$ cat config.mk
export PLATFORM = sky130hd
export DESIGN_NAME = activation_arbiter_flat
export DESIGN_NICKNAME = d
export VERILOG_FILES = /design/src/rtl/activation_pkg.sv /design/src/rtl/activation_arbiter_if.sv /design/src/rtl/rr_pick.sv /design/src/rtl/activation_arbiter.sv /design/src/flat_wrapper.sv
export SDC_FILE = /design/constraint.sdc
export NUM_CORES = 1
export LEC_CHECK = 0
export ABC_AREA = 1
export ABC_CLOCK_PERIOD_IN_PS = 2850
export CELL_PAD_IN_SITES_DETAIL_PLACEMENT = 1
export CELL_PAD_IN_SITES_GLOBAL_PLACEMENT = 1
export CORE_ASPECT_RATIO = 0.75
export CORE_UTILIZATION = 13
export CTS_CLUSTER_DIAMETER = 50
export DETAILED_ROUTE_END_ITERATION = 8
export GPL_ROUTABILITY_DRIVEN = 0
export PLACE_DENSITY = 0.95
export SLEW_MARGIN = 20
export SYNTH_ARGS = -nofsm -noshare
export SYNTH_HDL_FRONTEND = slang
export SYNTH_HIERARCHICAL = 1
export SYNTH_SLANG_ARGS = --single-unit
$ cat constraint.sdc
create_clock -name clk -period 2.85 [get_ports clk]
set_input_delay 0.4275 -clock clk [delete_from_list [all_inputs] [get_ports clk]]
set_output_delay 0.4275 -clock clk [all_outputs]
set_load 0.05 [all_outputs]
$ cat src/rtl/activation_pkg.sv
// Shared types and helpers for the activation arbiter.
package activation_pkg;

    // Transaction phases; the completion step returns straight to IDLE.
    typedef enum logic [2:0] {
        IDLE = 3'd0,
        ARG  = 3'd1,
        RES  = 3'd2,
        ERR  = 3'd3,
        FBK  = 3'd4
    } state_t;

    // Index width that stays at least one bit wide for tiny lane counts.
    function automatic int idx_width(input int n);
        return (n <= 1) ? 1 : $clog2(n);
    endfunction

endpackage

$ cat src/rtl/activation_arbiter_if.sv
// Lane-side and unit-side channels of the activation arbiter.
// slave: arbiter view; master: view of the lanes plus the activation unit.
interface activation_arbiter_if
    import activation_pkg::*;
#(
    parameter int N    = 4,
    parameter int ARGW = 16,
    parameter int RESW = 8,
    parameter int ERRW = 16,
    parameter int FBKW = 16
);
    localparam int GW = idx_width(N);

    logic [N-1:0]      train;
    logic [N*ARGW-1:0] arg_data;
    logic [N-1:0]      arg_valid;
    logic [N-1:0]      arg_ready;
    logic [RESW-1:0]   res_data;
    logic [N-1:0]      res_valid;
    logic [N-1:0]      res_ready;
    logic [N*ERRW-1:0] err_data;
    logic [N-1:0]      err_valid;
    logic [N-1:0]      err_ready;
    logic [FBKW-1:0]   fbk_data;
    logic [N-1:0]      fbk_valid;
    logic [N-1:0]      fbk_ready;

    logic [ARGW-1:0]   act_arg_data;
    logic              act_arg_valid;
    logic              act_arg_ready;
    logic [RESW-1:0]   act_res_data;
    logic              act_res_valid;
    logic              act_res_ready;
    logic [ERRW-1:0]   act_err_data;
    logic              act_err_valid;
    logic              act_err_ready;
    logic [FBKW-1:0]   act_fbk_data;
    logic              act_fbk_valid;
    logic              act_fbk_ready;
    logic              act_en;

    logic [GW-1:0]     grant;
    logic              busy;

    modport slave (
        input  train, arg_data, arg_valid, res_ready, err_data, err_valid, fbk_ready,
        output arg_ready, res_data, res_valid, err_ready, fbk_data, fbk_valid,
        output act_arg_data, act_arg_valid, act_res_ready, act_err_data, act_err_valid,
        output act_fbk_ready, act_en, grant, busy,
        input  act_arg_ready, act_res_data, act_res_valid, act_err_ready,
        input  act_fbk_data, act_fbk_valid
    );

    modport master (
        output train, arg_data, arg_valid, res_ready, err_data, err_valid, fbk_ready,
        input  arg_ready, res_data, res_valid, err_ready, fbk_data, fbk_valid,
        input  act_arg_data, act_arg_valid, act_res_ready, act_err_data, act_err_valid,
        input  act_fbk_ready, act_en, grant, busy,
        output act_arg_ready, act_res_data, act_res_valid, act_err_ready,
        output act_fbk_data, act_fbk_valid
    );

endinterface

$ cat src/rtl/rr_pick.sv
// Combinational round-robin picker: first set request at or after start_i, wrapping.
module rr_pick #(
    parameter int N = 4,
    parameter int W = activation_pkg::idx_width(N)
) (
    input  logic [N-1:0] req_i,
    input  logic [W-1:0] start_i,
    output logic [W-1:0] idx_o,
    output logic         found_o
);

    int unsigned j;

    // Scan N positions starting at the pointer; the first hit wins.
    always_comb begin
        idx_o   = '0;
        found_o = 1'b0;
        j       = 0;
        for (int unsigned i = 0; i < N; i++) begin
            j = (32'(start_i) + i) % N;
            if (!found_o && req_i[j]) begin
                idx_o   = W'(j);
                found_o = 1'b1;
            end
        end
    end

endmodule

$ cat src/rtl/activation_arbiter.sv
// Shares one activation unit among N lanes, one transaction at a time.
// Optional macro ACTIVATION_ARBITER_ROUND_ROBIN_EN: round-robin grant;
// otherwise fixed priority (lowest lane index wins, no pointer register).
module activation_arbiter
    import activation_pkg::*;
#(
    parameter int N    = 4,
    parameter int ARGW = 16,
    parameter int RESW = 8,
    parameter int ERRW = 16,
    parameter int FBKW = 16
) (
    input  logic clk,
    input  logic rst_n,
    activation_arbiter_if.slave bus
);

    localparam int GW = idx_width(N);

    state_t        state_q, state_d;
    logic [GW-1:0] grant_q, grant_d;
    logic          act_en_q, act_en_d;
    logic [GW-1:0] pick_idx;
    logic          pick_found;
    logic          done;

`ifdef ACTIVATION_ARBITER_ROUND_ROBIN_EN
    logic [GW-1:0] ptr_q, ptr_d;

    rr_pick #(.N(N), .W(GW)) u_pick (
        .req_i   (bus.arg_valid),
        .start_i (ptr_q),
        .idx_o   (pick_idx),
        .found_o (pick_found)
    );

    // Pointer moves just past the lane that finished.
    always_comb begin
        ptr_d = ptr_q;
        if (done) begin
            ptr_d = (grant_q == GW'(N - 1)) ? '0 : grant_q + 1'b1;
        end
    end

    // Round-robin pointer register.
    always_ff @(posedge clk or negedge rst_n) begin
        if (!rst_n) begin
            ptr_q <= '0;
        end else begin
            ptr_q <= ptr_d;
        end
    end
`else
    // Fixed priority: scanning downwards leaves the lowest requester selected.
    always_comb begin
        pick_idx   = '0;
        pick_found = 1'b0;
        for (int unsigned i = N; i > 0; i--) begin
            if (bus.arg_valid[i-1]) begin
                pick_idx   = GW'(i - 1);
                pick_found = 1'b1;
            end
        end
    end
`endif

    // Next-state logic: grant and training mode are latched on leaving IDLE.
    always_comb begin
        state_d  = state_q;
        grant_d  = grant_q;
        act_en_d = act_en_q;
        done     = 1'b0;
        unique case (state_q)
            IDLE: begin
                if (pick_found) begin
                    grant_d  = pick_idx;
                    act_en_d = bus.train[pick_idx];
                    state_d  = ARG;
                end
            end
            ARG: begin
                if (bus.arg_valid[grant_q] && bus.act_arg_ready) begin
                    state_d = RES;
                end
            end
            RES: begin
                if (bus.act_res_valid && bus.res_ready[grant_q]) begin
                    if (act_en_q) begin
                        state_d = ERR;
                    end else begin
                        state_d = IDLE;
                        done    = 1'b1;
                    end
                end
            end
            ERR: begin
                if (bus.err_valid[grant_q] && bus.act_err_ready) begin
                    state_d = FBK;
                end
            end
            FBK: begin
                if (bus.act_fbk_valid && bus.fbk_ready[grant_q]) begin
                    state_d = IDLE;
                    done    = 1'b1;
                end
            end
            default: state_d = IDLE;
        endcase
        if (done) begin
            act_en_d = 1'b0;
        end
    end

    // Control registers.
    always_ff @(posedge clk or negedge rst_n) begin
        if (!rst_n) begin
            state_q  <= IDLE;
            grant_q  <= '0;
            act_en_q <= 1'b0;
        end else begin
            state_q  <= state_d;
            grant_q  <= grant_d;
            act_en_q <= act_en_d;
        end
    end

    // Channel steering from the registered grant; only the active phase opens.
    always_comb begin
        bus.arg_ready     = '0;
        bus.res_valid     = '0;
        bus.err_ready     = '0;
        bus.fbk_valid     = '0;
        bus.act_arg_valid = 1'b0;
        bus.act_res_ready = 1'b0;
        bus.act_err_valid = 1'b0;
        bus.act_fbk_ready = 1'b0;
        bus.act_arg_data  = bus.arg_data[grant_q*ARGW +: ARGW];
        bus.act_err_data  = bus.err_data[grant_q*ERRW +: ERRW];
        bus.res_data      = bus.act_res_data;
        bus.fbk_data      = bus.act_fbk_data;
        unique case (state_q)
            ARG: begin
                bus.act_arg_valid      = bus.arg_valid[grant_q];
                bus.arg_ready[grant_q] = bus.act_arg_ready;
            end
            RES: begin
                bus.res_valid[grant_q] = bus.act_res_valid;
                bus.act_res_ready      = bus.res_ready[grant_q];
            end
            ERR: begin
                bus.act_err_valid      = bus.err_valid[grant_q];
                bus.err_ready[grant_q] = bus.act_err_ready;
            end
            FBK: begin
                bus.fbk_valid[grant_q] = bus.act_fbk_valid;
                bus.act_fbk_ready      = bus.fbk_ready[grant_q];
            end
            default: ;
        endcase
    end

    assign bus.act_en = act_en_q;
    assign bus.grant  = grant_q;
    assign bus.busy   = (state_q != IDLE);

endmodule

$ cat src/flat_wrapper.sv
// flat-port wrapper written by rule: the top's interface ports become plain ports
module activation_arbiter_flat import activation_pkg::*;
#(
    parameter int N    = 4,
    parameter int ARGW = 16,
    parameter int RESW = 8,
    parameter int ERRW = 16,
    parameter int FBKW = 16
)
  (clk, rst_n, bus_train, bus_arg_data, bus_arg_valid, bus_res_ready, bus_err_data, bus_err_valid, bus_fbk_ready, bus_arg_ready, bus_res_data, bus_res_valid, bus_err_ready, bus_fbk_data, bus_fbk_valid, bus_act_arg_data, bus_act_arg_valid, bus_act_res_ready, bus_act_err_data, bus_act_err_valid, bus_act_fbk_ready, bus_act_en, bus_grant, bus_busy, bus_act_arg_ready, bus_act_res_data, bus_act_res_valid, bus_act_err_ready, bus_act_fbk_data, bus_act_fbk_valid);
  activation_arbiter_if #(.N(N), .ARGW(ARGW), .RESW(RESW), .ERRW(ERRW), .FBKW(FBKW)) bus_i ();
  input  logic clk;
  input  logic rst_n;
  input wire logic [$bits(bus_i.train)-1:0] bus_train;
  input wire logic [$bits(bus_i.arg_data)-1:0] bus_arg_data;
  input wire logic [$bits(bus_i.arg_valid)-1:0] bus_arg_valid;
  input wire logic [$bits(bus_i.res_ready)-1:0] bus_res_ready;
  input wire logic [$bits(bus_i.err_data)-1:0] bus_err_data;
  input wire logic [$bits(bus_i.err_valid)-1:0] bus_err_valid;
  input wire logic [$bits(bus_i.fbk_ready)-1:0] bus_fbk_ready;
  output wire logic [$bits(bus_i.arg_ready)-1:0] bus_arg_ready;
  output wire logic [$bits(bus_i.res_data)-1:0] bus_res_data;
  output wire logic [$bits(bus_i.res_valid)-1:0] bus_res_valid;
  output wire logic [$bits(bus_i.err_ready)-1:0] bus_err_ready;
  output wire logic [$bits(bus_i.fbk_data)-1:0] bus_fbk_data;
  output wire logic [$bits(bus_i.fbk_valid)-1:0] bus_fbk_valid;
  output wire logic [$bits(bus_i.act_arg_data)-1:0] bus_act_arg_data;
  output wire logic [$bits(bus_i.act_arg_valid)-1:0] bus_act_arg_valid;
  output wire logic [$bits(bus_i.act_res_ready)-1:0] bus_act_res_ready;
  output wire logic [$bits(bus_i.act_err_data)-1:0] bus_act_err_data;
  output wire logic [$bits(bus_i.act_err_valid)-1:0] bus_act_err_valid;
  output wire logic [$bits(bus_i.act_fbk_ready)-1:0] bus_act_fbk_ready;
  output wire logic [$bits(bus_i.act_en)-1:0] bus_act_en;
  output wire logic [$bits(bus_i.grant)-1:0] bus_grant;
  output wire logic [$bits(bus_i.busy)-1:0] bus_busy;
  input wire logic [$bits(bus_i.act_arg_ready)-1:0] bus_act_arg_ready;
  input wire logic [$bits(bus_i.act_res_data)-1:0] bus_act_res_data;
  input wire logic [$bits(bus_i.act_res_valid)-1:0] bus_act_res_valid;
  input wire logic [$bits(bus_i.act_err_ready)-1:0] bus_act_err_ready;
  input wire logic [$bits(bus_i.act_fbk_data)-1:0] bus_act_fbk_data;
  input wire logic [$bits(bus_i.act_fbk_valid)-1:0] bus_act_fbk_valid;
  assign bus_i.train = bus_train;
  assign bus_i.arg_data = bus_arg_data;
  assign bus_i.arg_valid = bus_arg_valid;
  assign bus_i.res_ready = bus_res_ready;
  assign bus_i.err_data = bus_err_data;
  assign bus_i.err_valid = bus_err_valid;
  assign bus_i.fbk_ready = bus_fbk_ready;
  assign bus_arg_ready = bus_i.arg_ready;
  assign bus_res_data = bus_i.res_data;
  assign bus_res_valid = bus_i.res_valid;
  assign bus_err_ready = bus_i.err_ready;
  assign bus_fbk_data = bus_i.fbk_data;
  assign bus_fbk_valid = bus_i.fbk_valid;
  assign bus_act_arg_data = bus_i.act_arg_data;
  assign bus_act_arg_valid = bus_i.act_arg_valid;
  assign bus_act_res_ready = bus_i.act_res_ready;
  assign bus_act_err_data = bus_i.act_err_data;
  assign bus_act_err_valid = bus_i.act_err_valid;
  assign bus_act_fbk_ready = bus_i.act_fbk_ready;
  assign bus_act_en = bus_i.act_en;
  assign bus_grant = bus_i.grant;
  assign bus_busy = bus_i.busy;
  assign bus_i.act_arg_ready = bus_act_arg_ready;
  assign bus_i.act_res_data = bus_act_res_data;
  assign bus_i.act_res_valid = bus_act_res_valid;
  assign bus_i.act_err_ready = bus_act_err_ready;
  assign bus_i.act_fbk_data = bus_act_fbk_data;
  assign bus_i.act_fbk_valid = bus_act_fbk_valid;
  activation_arbiter #(.N(N), .ARGW(ARGW), .RESW(RESW), .ERRW(ERRW), .FBKW(FBKW)) u_core (.clk(clk), .rst_n(rst_n), .bus(bus_i));
endmodule
==> results of run 1 <==
-- sequential cells by signal, indices dropped and copies added, names as in the netlist --
| signal | count |
|---|---|
| u_core/state_q | 3 |
| u_core/bus.grant | 2 |
| u_core/bus.act_en | 1 |
-- cell type report --
cell class | instances | share of cell area [%]
multi-input cells | 219 | 26.20
well taps | 162 | 4.884
flip-flops and latches | 6 | 3.618
clock buffers | 3 | 1.809
inverters | 20 | 1.809
repair buffers | 216 | 61.68
-- cell usage in the layout (no fill, tap or decap) --
master / synthesis / final
clkdlybuf4s50_1: 0 / 160
nand2_1: 108 / 108
a22oi_1: 54 / 54
buf_12: 0 / 43
nor2_1: 23 / 21
nand3_1: 16 / 16
inv_1: 15 / 15
buf_4: 25 / 13
dfrtp_1: 6 / 6
nor3_1: 5 / 5
inv_2: 4 / 4
o21ai_0: 4 / 4
clkbuf_16: 0 / 3
a21oi_1: 3 / 3
nor2_2: 0 / 2
clkinv_1: 1 / 1
nor2_4: 1 / 1
nand4_1: 1 / 1
a21boi_0: 1 / 1
and2_1: 1 / 1
a31oi_1: 1 / 1
o21bai_1: 1 / 1
-- worst reg2reg max path, stage by stage (launching register included) --
cell and delay (ps):
dfrtp_1 600, clkinv_1 190, buf_4 210, nand2_1 60
nand2_1 50, nand2_1 60, nand3_1 130, nand2_1 90
nand2_1 60, nand2_1 120, inv_2 50, nand3_1 70
nand2_1 60
-- metal layers --
layer	up-vias	part of all wire (%)	GRT usage (%)
met3	14	7.1	3.524
met5	-	0	0
li1	1300	-	-
met4	0	0.83	3.235
met1	1293	42	20.07
met2	129	50	27.17
-- power by group --
| part | total, mW | switching (mW) | internal [mW] |
|---|---|---|---|
| Clock | 0.229 | 0.0488 | 0.180 |
| Sequential | 0.197 | 0.0685 | 0.129 |
| Combinational | 4.40 | 2.56 | 1.84 |
-- per-stage QoR --
| stage | cells | hold slack (ps) | area (µm²) | power (mW) |
|---|---|---|---|---|
| final | 626 | 455.5 | 4150 | 4.830 |
| after global routing | 626 | 477.6 | 4150 | 5.052 |
| after CTS | 626 | 462.8 | 4150 | 4.862 |
| after detailed placement | 623 | 563.4 | 4075 | 4.617 |
| after global placement | 623 | 529.2 | 4075 | 4.501 |
| after floorplan | 282 | 131.9 | 1546 | 2.497 |
-- path summary, 6_finish.rpt --
check                      depth (start not counted)  slack, ps                             from                              end
max                                                5        170    u_core/state_q[1]$_DFFE_PN0P_                 bus_err_ready[3]
min                                                1        460                            rst_n    u_core/bus.act_en$_DFFE_PN0P_
max reg2reg                                       12        960  u_core/bus.grant[0]$_DFFE_PN0P_    u_core/state_q[1]$_DFFE_PN0P_
min reg2reg                                        2        570    u_core/bus.act_en$_DFFE_PN0P_    u_core/bus.act_en$_DFFE_PN0P_
max in group asynchronous                          1       2160                            rst_n  u_core/bus.grant[0]$_DFFE_PN0P_
min in group clk                                   2        570    u_core/bus.act_en$_DFFE_PN0P_    u_core/bus.act_en$_DFFE_PN0P_
-- logic make-up after synthesis --
kind of cell | count (synthesis) | synth area share (%)
AND/OR/NAND/NOR | 155 | 40.13
AO/OA/AOI/OAI | 64 | 29.85
buffers and inverters | 57 | 20.31
flip-flops | 6 | 9.708
==> results.yml, run 1 <==
sta:
  tightest_slew_ps: 523.4
  finalHoldViolCount: 0
  clock-skew-final_ps: 0.7067
  max_freq_mhz: 373.1
  maxSlewViolCount: 0
  min_period_ps: 2680
  finalSetupTns_ps: 0
  finalWorstSetupSlack_ps: 169.7
  maxSlewHeadroom_pct: 65.00
  rsz0062_at_grt: "false"
  period_share_pct: 94.05
  setup_viol: 0
setup_path:
  crit_arrival_ps: 2250
  worstPathMaxFanout: 4
  crit_slowest_cell: "clkdlybuf4s50_1"
  path_class: "flop to output pin"
  crit_family: "buffers and inverters"
  worstPathRequired_ps: 2420
  cp_num_buf_inv: 2
  crit_chain: "inv_1, nor3_1, nand2_1, nor2_1, clkdlybuf4s50_1"
  cpPeakStageDelay_ps: 810
  end_kind: "output pin"
  cp-start-kind: "flop"
finish:
  diodes: 0
  fillerInstances: 1404
  fin_nets: 644
  regArea_um2: 150.1
  drive_above_1_share_pct: 14.22
  multi_input_area_um2: 1087
  synthToLayoutAreaGrowth_pct: 168.4
  final_util_pct: 35.87
clocking:
  clk_pin_slew_worst_paths_ps: 30
  post_cts.repair.setup_buffers: 0
  cts_buffer_depth: 2
  clkLatencyLatePin_ps: 230
  cts_max_level: 1
  clockRootBuffer: "clkbuf_16"
  cts_hold_buffers: 0
  cts_sinks: 6
  cts-buffers-inserted: 3
  post_cts_resize_count: 0
  cts_tree: "done"
logic_synthesis:
  syn_inst: 282
  synth_cell_types: 21
  synth_most_common_cell: "nand2_1"
  yosys_warnings: 6
  seq_area_frac_synth_pct: 9.709
  synth_top_area_share_pct: 26.21
  synth-async-reset-ratio_pct: 100.0
  yosys_most_used_dff: "dfrtp_1"
  synth.avg_cell_area_um2: 5.484
  synth_nets: 460
  netlist_area_um2: 1546
  synth_top_cell_by_area: "a22oi_1"
  synth_edf_count: 0
  ys_ff_latch: 6
  synthTopCellsByCount: "nand2_1, a22oi_1, buf_4"
  synth_area_leaders: "a22oi_1, nand2_1, buf_4, dfrtp_1, nor2_1"
floorplanning:
  row_count: 34
  die_w_um: 127.9
  die_y_um: 96.46
  io_pins: 258
  initial_utilization_pct: 13.37
  fp.coreArea_um2: 11570
  die_area_um2: 12340
run_status:
  status: "complete, no violations"
grt:
  grt-ovfl-total: 0
  grt_use_total_pct: 15.70
  grt_first_pass_wirelength_um: 14840
  antenna_found_initial: 0
  grt_pass1_vias: 2705
  grt_max_degree: 31
placed_design:
  pre_cts_slack_ps: 390.0
  io_buffers: 209
  dp_hpwl_um: 9063
drt:
  routedWlPerCell_um: 17.24
  first_pass_iters: 5
  vias: 2736
  drt-initial-drc-count: 114
  routed_via_density: 4.371
  drc: 0
  wl_um: 10800
  antenna_left: 0
pwr:
  p_per_area_nw_per_um2: 1164
  vdd_drop_max_v: 0.0005157
  power.leakage_nw: 1.764
run:
  drv_cap: 0
min_path:
  worstHoldPathType: "input pin to asynchronous set/reset pin"
Note: power is estimated with default switching activity, not from simulation.
==> inputs of run 2 (changes only) <==
CTS_BUF_LIST = sky130_fd_sc_hd__clkbuf_16   (was unset)
SKIP_CTS_REPAIR_TIMING = 1   (was unset)
==> results of run 2 <==
The final DEF is identical to that of run 1; final timing and power are the same.
==> inputs of run 3 (changes only) <==
CAP_MARGIN = 5   (was unset)
==> results of run 3 <==
The final DEF is identical to that of run 1; final timing and power are the same.
